===== config.mk =====
export PLATFORM = sky130hd
export DESIGN_NAME = reg_file_rw
export DESIGN_NICKNAME = d
export VERILOG_FILES = /design/src/rtl/reg_file_rw.sv
export SDC_FILE = /design/constraint.sdc
export NUM_CORES = 2
export LEC_CHECK = 0
export BUFFER_PORTS_ARGS = -buffer_cell sky130_fd_sc_hd__buf_2
export CAP_MARGIN = 40
export CORE_ASPECT_RATIO = 0.9
export CORE_MARGIN = 8
export CORE_UTILIZATION = 35
export DETAILED_ROUTE_END_ITERATION = 12
export SETUP_SLACK_MARGIN = 0.15
export SYNTH_ARGS = -nofsm -noshare
export SYNTH_HDL_FRONTEND = slang
export SYNTH_SLANG_ARGS = --single-unit

===== constraint.sdc =====
create_clock -name clk -period 3.5 [get_ports clk]
set_clock_uncertainty 0.1 [all_clocks]
set_input_delay 0.35 -clock clk [delete_from_list [all_inputs] [get_ports clk]]
set_output_delay 0.35 -clock clk [all_outputs]
set_load 0.005 [all_outputs]

===== src/rtl/reg_file_rw.sv =====
// Register bank with two combinational read ports, one write port, r0 tied to 0,
// and a soft-clear sequencer. Define RF_BYPASS_EN for same-cycle write-through reads.
module reg_file_rw #(
    parameter int DATA_WIDTH = 32,
    parameter int ADDR_WIDTH = 5
) (
    input  logic                  clk,
    input  logic                  rst_n,
    input  logic [ADDR_WIDTH-1:0] read_reg1,
    input  logic [ADDR_WIDTH-1:0] read_reg2,
    input  logic [ADDR_WIDTH-1:0] write_reg,
    input  logic [DATA_WIDTH-1:0] write_data,
    input  logic                  reg_write,
    input  logic                  clr_req,
    output logic [DATA_WIDTH-1:0] read_data1,
    output logic [DATA_WIDTH-1:0] read_data2,
    output logic                  busy,
    output logic                  clr_done
);

    localparam int NUM_REGS = 2 ** ADDR_WIDTH;
    localparam logic [ADDR_WIDTH-1:0] LAST_IDX = ADDR_WIDTH'(NUM_REGS - 1);
    localparam logic [ADDR_WIDTH-1:0] FIRST_IDX = ADDR_WIDTH'(1);

    typedef enum logic {
        IDLE,
        CLEAR
    } state_t;

    state_t                  state_reg;
    state_t                  state_next;
    logic [ADDR_WIDTH-1:0]   cnt_reg;
    logic [ADDR_WIDTH-1:0]   cnt_next;
    logic                    wr_fire;
    logic                    clr_active;
    logic [DATA_WIDTH-1:0]   rf_q [NUM_REGS];

    // A write only lands in IDLE with no clear request; a clear request wins.
    assign wr_fire    = (state_reg == IDLE) && !clr_req && reg_write && (write_reg != '0);
    assign clr_active = (state_reg == CLEAR);
    assign busy       = clr_active;

    always_ff @(posedge clk or negedge rst_n) begin
        if (!rst_n) begin
            state_reg <= IDLE;
            cnt_reg   <= FIRST_IDX;
        end else begin
            state_reg <= state_next;
            cnt_reg   <= cnt_next;
        end
    end

    always_comb begin
        state_next = state_reg;
        cnt_next   = cnt_reg;
        clr_done   = 1'b0;
        case (state_reg)
            IDLE: begin
                if (clr_req) begin
                    state_next = CLEAR;
                    cnt_next   = FIRST_IDX;
                end
            end
            CLEAR: begin
                // Terminal compare keeps the counter from wrapping onto r0.
                if (cnt_reg == LAST_IDX) begin
                    state_next = IDLE;
                    cnt_next   = FIRST_IDX;
                    clr_done   = 1'b1;
                end else begin
                    cnt_next = cnt_reg + FIRST_IDX;
                end
            end
            default: begin
                state_next = IDLE;
                cnt_next   = FIRST_IDX;
            end
        endcase
    end

    generate
        for (genvar gi = 0; gi < NUM_REGS; gi++) begin : g_reg
            if (gi == 0) begin : g_zero
                assign rf_q[gi] = '0;
            end else begin : g_store
                logic [DATA_WIDTH-1:0] q_reg;
                logic                  clr_hit;
                logic                  wr_hit;

                assign clr_hit = clr_active && (cnt_reg == ADDR_WIDTH'(gi));
                assign wr_hit  = wr_fire && (write_reg == ADDR_WIDTH'(gi));

                always_ff @(posedge clk or negedge rst_n) begin
                    if (!rst_n) begin
                        q_reg <= '0;
                    end else if (clr_hit) begin
                        q_reg <= '0;
                    end else if (wr_hit) begin
                        q_reg <= write_data;
                    end
                end

                assign rf_q[gi] = q_reg;
            end
        end
    endgenerate

`ifdef RF_BYPASS_EN
    // wr_fire already excludes index 0, so r0 still reads 0 when forwarded.
    assign read_data1 = (wr_fire && (write_reg == read_reg1)) ? write_data : rf_q[read_reg1];
    assign read_data2 = (wr_fire && (write_reg == read_reg2)) ? write_data : rf_q[read_reg2];
`else
    assign read_data1 = rf_q[read_reg1];
    assign read_data2 = rf_q[read_reg2];
`endif

endmodule


After elaboration in Yosys (flattened, before gate mapping) --
Index checks and enable logic that the tools add are counted.
Storage, ports and cells: word-level logic and storage cells 276, flip-flop bits (word level) 998
Operators by class: $lt $le $gt $ge 2, equal/unequal tests 63, reductions and logical operators 98, add/sub/neg operators 1, bitwise operators 3, mux-type cells 76
Operator list (count):
- $mux W32 | 66
- $bmux W32 S5 | 2
- $eq A5 B5 Y1 const B | 32
- $eq A5 B4 Y1 const B | 16
- $logic_and A1 B1 Y1 | 65
- $reduce_bool A2 Y1 | 31
- $eq A5 B3 Y1 const B | 8
- $eq A5 B2 Y1 const B | 4
- $ge A6 B6 Y1 const B | 2
- $not A5 Y6 | 2
- $eq A5 B1 Y1 const B | 2
- $mux W5 | 2
- $pmux W5 S2 | 1
- $add A5 B1 Y5 const B | 1
- $reduce_bool A5 Y1 | 1
- $mux W1 | 4
- $ne A2 B2 Y1 const B | 1
- $pmux W1 S2 | 1
- $logic_not A1 Y1 | 1
- $not A1 Y1 | 1

Longest topological paths before layout --
word-level depth 7, gate-level depth with buffers 9, depth with buffers taken out 7

Least setup slack after synthesis --
Ideal clock, no wire load.
kind input to output, start point input read_reg2[0], end point output read_data2[0], buffers on the path 3, path slack 1025 ps, stages on the path 7, data arrival time 2025 ps, cell sequence buf_2 -> buf_2 -> buf_2 -> mux4_2 -> a22o_1 -> o21ai_0 -> o31ai_1
On the way: word-level cells in the longest chain between the ends 4
Ends and longest elaborated chain:
- start, declared | RTL line 10 | input logic [ADDR_WIDTH-1:0] read_reg2,
- $not A5 Y6 (not written as such) | RTL line 114 | assign read_data2 = rf_q[read_reg2];
- $bmux W32 S5 | RTL line 114
- $mux W32 (not written as such) (2 in series) | RTL line 114
- end, declared | RTL line 16 | output logic [DATA_WIDTH-1:0] read_data2,
Every way passes these cells. The select of a mux whose other input is x is not followed.

Worst setup path after layout --
start point register g_reg[29].g_store.q_reg[13], end point output read_data1[13]
On the way: word-level cells in the longest chain between the ends 3
Ends and longest elaborated chain:
- start, declared | RTL line 86 | logic [DATA_WIDTH-1:0] q_reg;
- start signal, assigned | RTL line 99 | q_reg <= write_data;
- $bmux W32 S5 | RTL line 113 | assign read_data1 = rf_q[read_reg1];
- $mux W32 (not written as such) (2 in series) | RTL line 113
- end, declared | RTL line 15 | output logic [DATA_WIDTH-1:0] read_data1,
Every way passes these cells. The select of a mux whose other input is x is not followed.

==> impl_metrics.toml <==
[status]
status = "completed"

[grt]
gr-usage-met2 = 0.347
grt_max_degree = 112
met3_usage = 0.0770
grt_use_total = 0.246
overflow = 0
globalRouteMet1Util = 0.340
grt_pass1_wl_um = 298000
top_usage_layer = "met2"
grt_pass1_vias = 41200
antenna_found_initial = 15

[logic_synthesis]
ys.flop_type = "dfrtp_1"
ys_ff_latch = 998
postSynth.asyncResetShare = 1.00
synth_edf_count = 0
synth_top_area_cell = "dfrtp_1"
avgSynthCellArea_um2 = 13.7
syn-num-nets = 3867
synth.area.top_cells = "dfrtp_1 48%, a22o_1 20%, mux4_2 17%"
mappedNetlistArea_um2 = 52000
ys_warn_count = 0
synth_top_cell_area_share = 0.479
netlist_instances = 3809
netlist-cell-type-count = 37
ys_seq_area_frac = 0.480

[worst_setup_path]
cp_num_cells = 5
path_delay_family = "compound AO/OA/AOI/OAI gates"
rr_startpoint = "cnt_reg[0]"
startpoint_type = "flip-flop"
startpoint = "g_reg[29].g_store.q_reg[13]"
path_cells = "mux4_2 -> a22o_1 -> o21ai_0 -> o31ai_1 -> buf_2"
max_stage_delay_ns = 0.57
rr_endpoint = "g_reg[20].g_store.q_reg[27]"
worstSetupPathType = "reg -> out"
crit_buf_inv = 1
path_max_fanout = 3
cp_data_arrival_time_ns = 2.88
worst-r2r-setup-slack_ns = 0.49
slowest_stage = "o21ai_0"
end_kind = "output port"
reg2reg_depth = 6
required_ns = 3.05

[drt]
routed-via-count = 40100
via_per_inst = 6.84
wl_um = 205000
ant_nets = 0
drc = 0
drt-pass1-iter-count = 5
wl_per_cell_um = 35.0
drt_first_iter_violations = 4890

[floorplanning]
rows = 134
ios = 117
initial_core_util = 0.352
die_area_um2 = 161000
core-area_um2 = 148000
die_y_um = 382
fp.dieW_um = 422

[cts]
root_buffer = "clkbuf_16"
post_cts_buffers = 0
h-tree-depth = 3
numCtsBuffers = 99
cts_tree = "built"
clk_path_buf_depth = 3
path_clk_slew_ns = 0.07
cts_sinks = 998
clk_latency_ns = 0.71

[layout]
syn_to_final_growth_pct = 14.4
drive_gt1_frac = 0.282
multi_input_area_um2 = 25200
largest_reg_flops = 992
fin_util = 0.402
mostFrequentLayoutCell = "a22o_1"
finalNetCount = 3858
seq_area_um2 = 25000
final_cell_mix = "1183 x a22o_1, 997 x dfrtp_1, 384 x mux4_2, 232 x buf_4, 163 x mux2i_1"
nFillCells = 13700

[timing]
tightestPinTransition_ns = 0.919
slew_violations = 0
finalHoldViolCount = 0
slew-limit-headroom = 0.387
fin_setup_tns_ns = 0
rsz0062_at_grt = "no"
fin_ws_ns = 0.174
setup_viol = 0
fin_crit_sh = 0.950
max_freq_mhz = 301
fin_crit_ns = 3.33

[placed_design]
dpl_worst_slack_ns = 0.0139
gp_congestion = 0.858
place_hpwl_um = 119000
numPortBuffers = 116

[min_path]
min_path_type = "in -> reg"
min_from = "write_data[17]"
holdPathStages = 2
hold_path_end = "g_reg[20].g_store.q_reg[17]"

[power_and_ir_drop]
leakage_nw = 26.5
peakVddDrop_v = 0.000405
powerDensity_nw_per_um2 = 481

[run]
drv_cap = 0
==> worst reg2reg max path, cell delays in order, from the launching register on <==
cell     delay (ns)
dfstp_2        0.59
inv_1          0.07
ha_1           0.32
and3_1         0.35
a21oi_4        0.71
buf_4          0.54
a22o_1         0.26
==> how the worst max path moves through the flow <==
stage,to,slack [ns]
final,read_data1[13],0.17
after global routing,read_data1[13],0.18
after CTS,read_data1[13],0.17
after detailed placement,read_data2[18],0.01
after global placement,read_data2[18],-0.02
after floorplan,read_data2[0],1.03
==> cells by family (layout without fill, tap and decap cells) <==
family                   count (synthesis)  count (layout)  share of synthesized area
AO/OA/AOI/OAI                         1477            1477                      0.237
flip-flops                             998             998                      0.480
multiplexers                           610             610                      0.211
buffers and inverters                  510             586                     0.0441
AND/OR/NAND/NOR                        207             207                     0.0265
adder cells (fa/ha/maj)                  7               7                    0.00168
other                                    0               2                          0
==> cell type report <==
type | instances | area share
Timing Repair Buffer | 394 | 0.0564
Sequential cell | 998 | 0.420
Clock inverter | 53 | 0.0106
Clock buffer | 133 | 0.0480
Inverter | 6 | 0.000378
Tap cell | 1972 | 0.0415
Antenna cell | 2 | 0.0000841
Multi-Input combinational cell | 2301 | 0.423
==> power by group <==
group          switching [mW]  leakage (nW)  total [mW]  internal (mW)
sequential              0.400          13.9        12.4           12.0
combinational            3.08          10.9        4.57           1.49
clock                    5.00          1.71        11.7           6.65
==> through the flow <==
stage	std cells	instance area (um^2)	hold slack, ns	power (mW)
4_1_cts	5857	59500	0.109	28.6
2_1_floorplan	3809	52000	-0.0456	14.8
3_5_place_dp	5669	56000	0.297	17.0
5_1_grt	5859	59500	0.143	29.4
3_3_place_gp	5665	55900	0.301	16.9
6_report	5859	59500	0.152	28.6
==> cells in the mapped netlist (2+ instances only) <==
| cell type | count |
|---|---|
| inv_1 | 5 |
| a31oi_1 | 7 |
| mux4_2 | 384 |
| buf_6 | 14 |
| nand3b_2 | 2 |
| clkbuf_1 | 288 |
| a22o_1 | 1183 |
| nor3_4 | 22 |
| a21oi_1 | 8 |
| buf_2 | 179 |
| nand2b_1 | 6 |
| buf_1 | 10 |
| nor3_2 | 9 |
| nand2_1 | 70 |
| mux2_2 | 63 |
| and2_1 | 38 |
| a211oi_1 | 64 |
| ha_1 | 7 |
| buf_4 | 13 |
| and3_1 | 37 |
| or3b_1 | 2 |
| o22ai_1 | 64 |
| o21ai_0 | 68 |
| a21oi_2 | 17 |
| nor2_1 | 5 |
| nor2b_1 | 10 |
| mux2i_1 | 163 |
| o31ai_1 | 66 |
| dfrtp_1 | 997 |
==> timing repair <==
action | 4_1_cts | 5_1_grt
setup endpoints to repair | 2 | 1
gates resized for setup | 2 | 1
gates cloned | 0 | 0
hold endpoints to repair | 73 | 0
hold buffers | 2 | 0
==> metal layers <==
metal	share of wire	routed length, um
met4	0.059	12100
met1	0.40	81800
met5	0	0
met3	0.12	24900
met2	0.42	86200
No activity file was read; power rests on OpenSTA's default activity.
